--- src/rtl/clk_divider.sv ---
// rtl/clk_divider.sv - runtime-programmable integer clock divider with registered square-wave output
// Optional CLK_DIVIDER_TICK_EN adds a one-cycle `tick` strobe coincident with each clk_out rise.
module clk_divider #(
  parameter int DIV_W = 16
) (
  input  logic             clk_in,
  input  logic             rst,
  input  logic [DIV_W-1:0] clk_div,
  output logic             clk_out
`ifdef CLK_DIVIDER_TICK_EN
  ,
  output logic             tick
`endif
);

  logic             r_clk_out;
  logic [DIV_W-1:0] r_cnt;
  logic [DIV_W-1:0] r_n_q;
  logic             r_idle;

  logic             w_clk_out_nx;
  logic [DIV_W-1:0] w_cnt_nx;
  logic [DIV_W-1:0] w_n_q_nx;
  logic             w_idle_nx;

  logic             w_div_ok;
  logic [DIV_W-1:0] w_l_new_m1;
  logic [DIV_W-1:0] w_h_q_m1;
  logic             w_rise;

  // Low phase takes the extra cycle on odd ratios, so L = N - floor(N/2).
  assign w_div_ok   = (clk_div > DIV_W'(1));
  assign w_l_new_m1 = clk_div - (clk_div >> 1) - DIV_W'(1);
  assign w_h_q_m1   = (r_n_q >> 1) - DIV_W'(1);
  assign w_rise     = !r_idle && (r_cnt == '0) && !r_clk_out;

  always_comb begin
    w_clk_out_nx = r_clk_out;
    w_cnt_nx     = r_cnt;
    w_n_q_nx     = r_n_q;
    w_idle_nx    = r_idle;
    if (r_idle) begin
      w_clk_out_nx = 1'b0;
      if (w_div_ok) begin
        w_n_q_nx  = clk_div;
        w_idle_nx = 1'b0;
        w_cnt_nx  = w_l_new_m1;
      end
    end else if (r_cnt != '0) begin
      w_cnt_nx = r_cnt - DIV_W'(1);
    end else if (!r_clk_out) begin
      w_clk_out_nx = 1'b1;
      w_cnt_nx     = w_h_q_m1;
    end else begin
      // Period boundary: the only point where a new ratio takes effect.
      w_clk_out_nx = 1'b0;
      if (w_div_ok) begin
        w_n_q_nx = clk_div;
        w_cnt_nx = w_l_new_m1;
      end else begin
        w_idle_nx = 1'b1;
        w_cnt_nx  = '0;
      end
    end
  end

  always_ff @(posedge clk_in) begin
    if (rst) begin
      r_clk_out <= 1'b0;
      r_cnt     <= '0;
      r_n_q     <= '0;
      r_idle    <= 1'b1;
    end else begin
      r_clk_out <= w_clk_out_nx;
      r_cnt     <= w_cnt_nx;
      r_n_q     <= w_n_q_nx;
      r_idle    <= w_idle_nx;
    end
  end

  assign clk_out = r_clk_out;

`ifdef CLK_DIVIDER_TICK_EN
  logic r_tick;

  always_ff @(posedge clk_in) begin
    if (rst) begin
      r_tick <= 1'b0;
    end else begin
      r_tick <= w_rise;
    end
  end

  assign tick = r_tick;
`else
  logic w_unused_rise;
  assign w_unused_rise = w_rise;
`endif

endmodule

--- config.mk ---
export PLATFORM = sky130hd
export DESIGN_NAME = clk_divider
export DESIGN_NICKNAME = d
export VERILOG_FILES = /design/src/rtl/clk_divider.sv
export SDC_FILE = /design/constraint.sdc
export NUM_CORES = 1
export LEC_CHECK = 0
export BUFFER_PORTS_ARGS = -buffer_cell sky130_fd_sc_hd__clkbuf_2
export CELL_PAD_IN_SITES_DETAIL_PLACEMENT = 1
export CELL_PAD_IN_SITES_GLOBAL_PLACEMENT = 1
export CORE_ASPECT_RATIO = 1.1
export CORE_MARGIN = 3
export CORE_UTILIZATION = 45
export CTS_BUF_LIST = sky130_fd_sc_hd__clkbuf_4 sky130_fd_sc_hd__clkbuf_8
export DETAILED_ROUTE_END_ITERATION = 7
export PLACE_DENSITY = 0.86
export SLEW_MARGIN = 20
export SYNTH_ARGS = -nofsm -noshare
export SYNTH_HDL_FRONTEND = slang
export SYNTH_SLANG_ARGS = --single-unit
--- constraint.sdc ---
create_clock -name clk_in -period 7.4 [get_ports clk_in]
set_clock_uncertainty 0.15 [all_clocks]
set_input_delay 1.48 -clock clk_in [delete_from_list [all_inputs] [get_ports clk_in]]
set_output_delay 1.48 -clock clk_in [all_outputs]
set_load 0.1 [all_outputs]
-- Word level (Yosys, flattened, before mapping)
Index checks and enable logic that the tools add are counted.
- register bits: 34
- input bits: 18
- output and inout bits: 1
- logic and storage cells: 29
- $add $sub $neg: 4
- order comparisons: 1
- equality and inequality tests: 2
- mux-type cells: 14
- reduce and logical (&&, ||, !) cells: 4
- operator list (cell ; number):
    $mux 16 ; 9
    $sub 16x1->16 const B ; 2
    $gt 16x1->1 const B ; 1
    $reduce_bool 16->1 ; 1
    $sub 15x1->16 const B ; 1
    $sub 16x15->16 ; 1
    $mux 1 ; 5
    $ne 2x1->1 const B ; 1
    $ne 2x2->1 const B ; 1
    $reduce_and 2->1 ; 1
    $reduce_bool 2->1 ; 1
    $reduce_or 2->1 ; 1

-- Longest topological paths before layout
- depth in word-level cells: 6
- mapped depth: 10
- gate-level depth less buffers: 10

-- Worst setup path after synthesis
OpenSTA, ideal clock, no wires.
- path kind: input -> register
- from: in clk_div[2]
- to: reg r_cnt[13]
- setup time: 125 ps
- arrival time: 3328 ps
- data required time: 7125 ps
- slack: 3797 ps
- cell stages on the path: 8
- buffers on the path: 0
- cells stage by stage: inv_1 -> ha_1 -> a211o_1 -> a311oi_1 -> a2111oi_0 -> o31ai_1 -> xor2_1 -> o22ai_1
- word-level cells in the longest chain between the ends: 6
- elaborated cells on any way between the ends: 9
- those cells by class: add/sub (2); order compare (1); eq/ne (1); mux (5)
- ends and longest elaborated chain (item ; RTL line ; source):
    start: declaration ; 8 ; input logic [DIV_W-1:0] clk_div,
    $sub 16x15->16 ; 33 ; assign w_l_new_m1 = clk_div - (clk_div >> 1) - DIV_W'(1);
    $sub 16x1->16 ; 33 ;
    $mux 16 ; 57 ; if (w_div_ok) begin
    $mux 16 ; 51 ; end else if (!r_clk_out) begin
    $mux 16 ; 49 ; end else if (r_cnt != '0) begin
    $mux 16 ; 42 ; if (r_idle) begin
    end signal: assignment ; 75 ; r_cnt <= w_cnt_nx;
    end: declaration ; 17 ; logic [DIV_W-1:0] r_cnt;
Parallel ways exist; a longest one is shown, timed or not. The select of a mux whose other input is x is not followed.
A chain may end at the register's enable or synchronous reset.

-- Worst setup path in the final report
- from: in clk_div[2]
- to: reg r_cnt[15]
The elaborated chain is that of the path after synthesis.

==> flow_metrics.env <==
export IMPL_status="completed"
export IMPL_cts_tree="built"
export IMPL_endpoint_kind="flip-flop"
export IMPL_grt_pass1_wl_um=15200
export IMPL_synth_fp_nets=449
export IMPL_ys_flop_type="dfxtp_1"
export IMPL_clock_path_buffers=2
export IMPL_met1_usage_pct=30.6
export IMPL_dr_pass1_iters=4
export IMPL_grt_start_max_net_pins=35
export IMPL_reg2reg_depth=9
export IMPL_r2r_start="r_cnt[0]"
export IMPL_ctsHoldBuffers=0
export IMPL_grt_pass1_vias=3058
export IMPL_insertion_delay_ns=0.30
export IMPL_yosys_warnings=0
export IMPL_endpoint="r_cnt[15]"
export IMPL_power_density_mw_per_mm2=197
export IMPL_vias=3022
export IMPL_dp_slack_ns=3.27
export IMPL_cts_repair_resize_count=0
export IMPL_io_pins=19
export IMPL_period_needed_ns=3.80
export IMPL_nNetsFinal=460
export IMPL_power_switching_w=0.000271
export IMPL_synthArstFlopShare_pct=0
export IMPL_setup_viol_count_final=0
export IMPL_finalCritPeriodShare_pct=51.4
export IMPL_relSlewSlack_pct=37.9
export IMPL_hold_class="reg -> reg"
export IMPL_core_area_mm2=0.00638
export IMPL_reg2reg_slack_ns=4.10
export IMPL_critPathMaxFanout=4
export IMPL_via_per_inst=6.14
export IMPL_reg2reg_to="r_cnt[14]"
export IMPL_netlist_top_cells_area="dfxtp_1 (21%), ha_1 (12%), mux2i_1 (5.2%)"
export IMPL_synth_common_cells="nor2_1 (39), dfxtp_1 (33), inv_1 (31)"
export IMPL_route_detailed_drc=0
export IMPL_gr_usage_met3_pct=3.02
export IMPL_syn_area_mm2=0.00307
export IMPL_fmax_ghz=0.263
export IMPL_wl_per_cell_um=18.2
export IMPL_cts_buffers=5
export IMPL_overflow=0
export IMPL_path_clk_slew_ns=0.09
export IMPL_postRouteAntennaNets=0
export IMPL_die_width_um=84.8
export IMPL_syn_inst=400
export IMPL_die_h_um=92.7
export IMPL_hold_viol=0
export IMPL_critical_path_class="in -> reg"
export IMPL_holdCritStartpoint="r_cnt[0]"
export IMPL_seq_area_frac_synth_pct=21.5
export IMPL_vdd_drop_max_mv=0.0841
export IMPL_syn2layout_area_growth_pct=6.92
export IMPL_finalWorstSetupSlack_ns=3.60
export IMPL_seqPwrFrac_pct=35.4
export IMPL_critPathLaunchType="primary input"
export IMPL_cts_sink_count=33
export IMPL_clock_power_share_pct=21.8
export IMPL_cts_max_level=2
export IMPL_grtUsageTotal_pct=23.6
export IMPL_syn_avg_cell_area_um2=7.69
export IMPL_root_buffer="clkbuf_8"
export IMPL_drv_cap=0
export IMPL_p_sw_share_pct=42.0
export IMPL_ys_seq_elements=33
export IMPL_synth_cell_types=62
export IMPL_num_rows=30
export IMPL_worstPathArrival_ns=3.80
export IMPL_required_ns=7.40
export IMPL_drive_gt1_share_pct=10.4
export IMPL_tightest_slew_ns=0.931
export IMPL_die_area_mm2=0.00786
export IMPL_synth_edff_count=0
export IMPL_filler_cell_count=823
export IMPL_dp_hpwl_um=7100
export IMPL_drt_total_wl_um=8940
export IMPL_routabilityCongestion=0.871
export IMPL_antenna_found_initial=0
export IMPL_comb_power_share_pct=42.8
export IMPL_antenna_cells=0
export IMPL_yosys_area_top_type_share_pct=21.5
export IMPL_drt_iter0_drc=250
export IMPL_p_int_w=0.000375
export IMPL_synth_most_common_cell="nor2_1"
export IMPL_leakage_nw=1.42
export IMPL_busiest_layer="met2"
export IMPL_cts_setup_buffers=0
export IMPL_slew_viol_final=0
export IMPL_rsz0062_at_grt="false"
export IMPL_final_core_util_pct=51.5
export IMPL_grt_use_met2_pct=41.0
export IMPL_cp_startpoint="clk_div[2]"
export IMPL_io_buffers=18
export IMPL_fin_tns_setup_ns=0
export IMPL_start_util_pct=48.2
export IMPL_synth_top_area_cell="dfxtp_1"
-- worst max-delay path, stage by stage --
cell	delay, ns
clkbuf_2	0.13
inv_1	0.09
ha_1	0.29
a211o_1	0.29
a311oi_1	0.56
a2111oi_0	0.32
o31ai_1	0.34
xnor2_1	0.18
o22ai_1	0.11
-- worst min path at each step --
stage | end | slack [ns] | cells after the start
floorplan | r_cnt[1] | 0.31 | 2
detailed placement | r_cnt[0] | 0.36 | 2
global placement | r_cnt[1] | 0.33 | 2
finish | r_cnt[0] | 0.37 | 2
CTS | r_cnt[4] | 0.37 | 2
global route | r_cnt[1] | 0.39 | 2
-- metal layers --
layer,vias up,part of all wire (%)
met1,1462,46
li1,1480,-
met3,9,4.1
met5,-,0
met2,71,49
met4,0,1.3
-- sequential cells by signal, summed over array words and instances, names as in the netlist --
| signal | cells |
|---|---|
| clk_out | 1 |
| r_cnt | 16 |
| r_idle | 1 |
| r_n_q | 15 |
-- layout by cell type (no fill, tap or decap), drive strengths merged, types with 5 or more instances in the layout --
master   n
inv     31
xor2    16
o22ai    8
a21oi   27
nand2   21
nor3    20
or2      6
xnor2    8
nor4    10
nor2b    5
a211oi   6
o21ai   18
dfxtp   33
nand2b   7
ha      30
clkbuf  23
nand3   14
mux2i   16
a31oi    7
nor2    39
and3     5
-- metrics by stage --
| stage | power [W] | std cells | area, um2 | hold WS (ns) |
|---|---|---|---|---|
| after CTS | 0.000644 | 492 | 3290 | 0.374 |
| after global placement | 0.000492 | 484 | 3200 | 0.331 |
| after detailed placement | 0.000504 | 484 | 3200 | 0.363 |
| final | 0.000646 | 492 | 3290 | 0.368 |
| after floorplan | 0.000433 | 400 | 3070 | 0.313 |
| after global routing | 0.000690 | 492 | 3290 | 0.395 |
-- final cells by class --
cell class                 count  area (um2)  area share [%]
tap                           80         100            3.05
multi-input combinational    320        2220            67.5
clock inverter                 3        17.5           0.533
sequential                    33         661            20.1
timing repair buffer          20         105            3.20
inverter                      31         116            3.54
clock buffer                   5        68.8            2.09
-- kinds of logic (layout without fill, tap and decap cells) --
kind of cell	after synthesis	after routing	share of synthesized area, %
AOI/OAI and AO/OA	102	102	21.6
xor gates and xnor gates	24	24	6.84
adders and majority gates	31	31	12.9
buffers and inverters	47	59	6.55
DFF	33	33	21.5
muxes	16	16	5.21
and+or+nand+nor	147	147	25.5
-- power groups by stage --
stage | sequential [W] | combinational [W] | clock (W)
global route | 0.000233 | 0.000307 | 0.000150
CTS | 0.000228 | 0.000274 | 0.000142
finish | 0.000229 | 0.000277 | 0.000141
floorplan | 0.000221 | 0.000212 | 0
global placement | 0.000231 | 0.000261 | 0
detailed placement | 0.000232 | 0.000272 | 0
No activity file was read; power rests on OpenSTA's default activity.
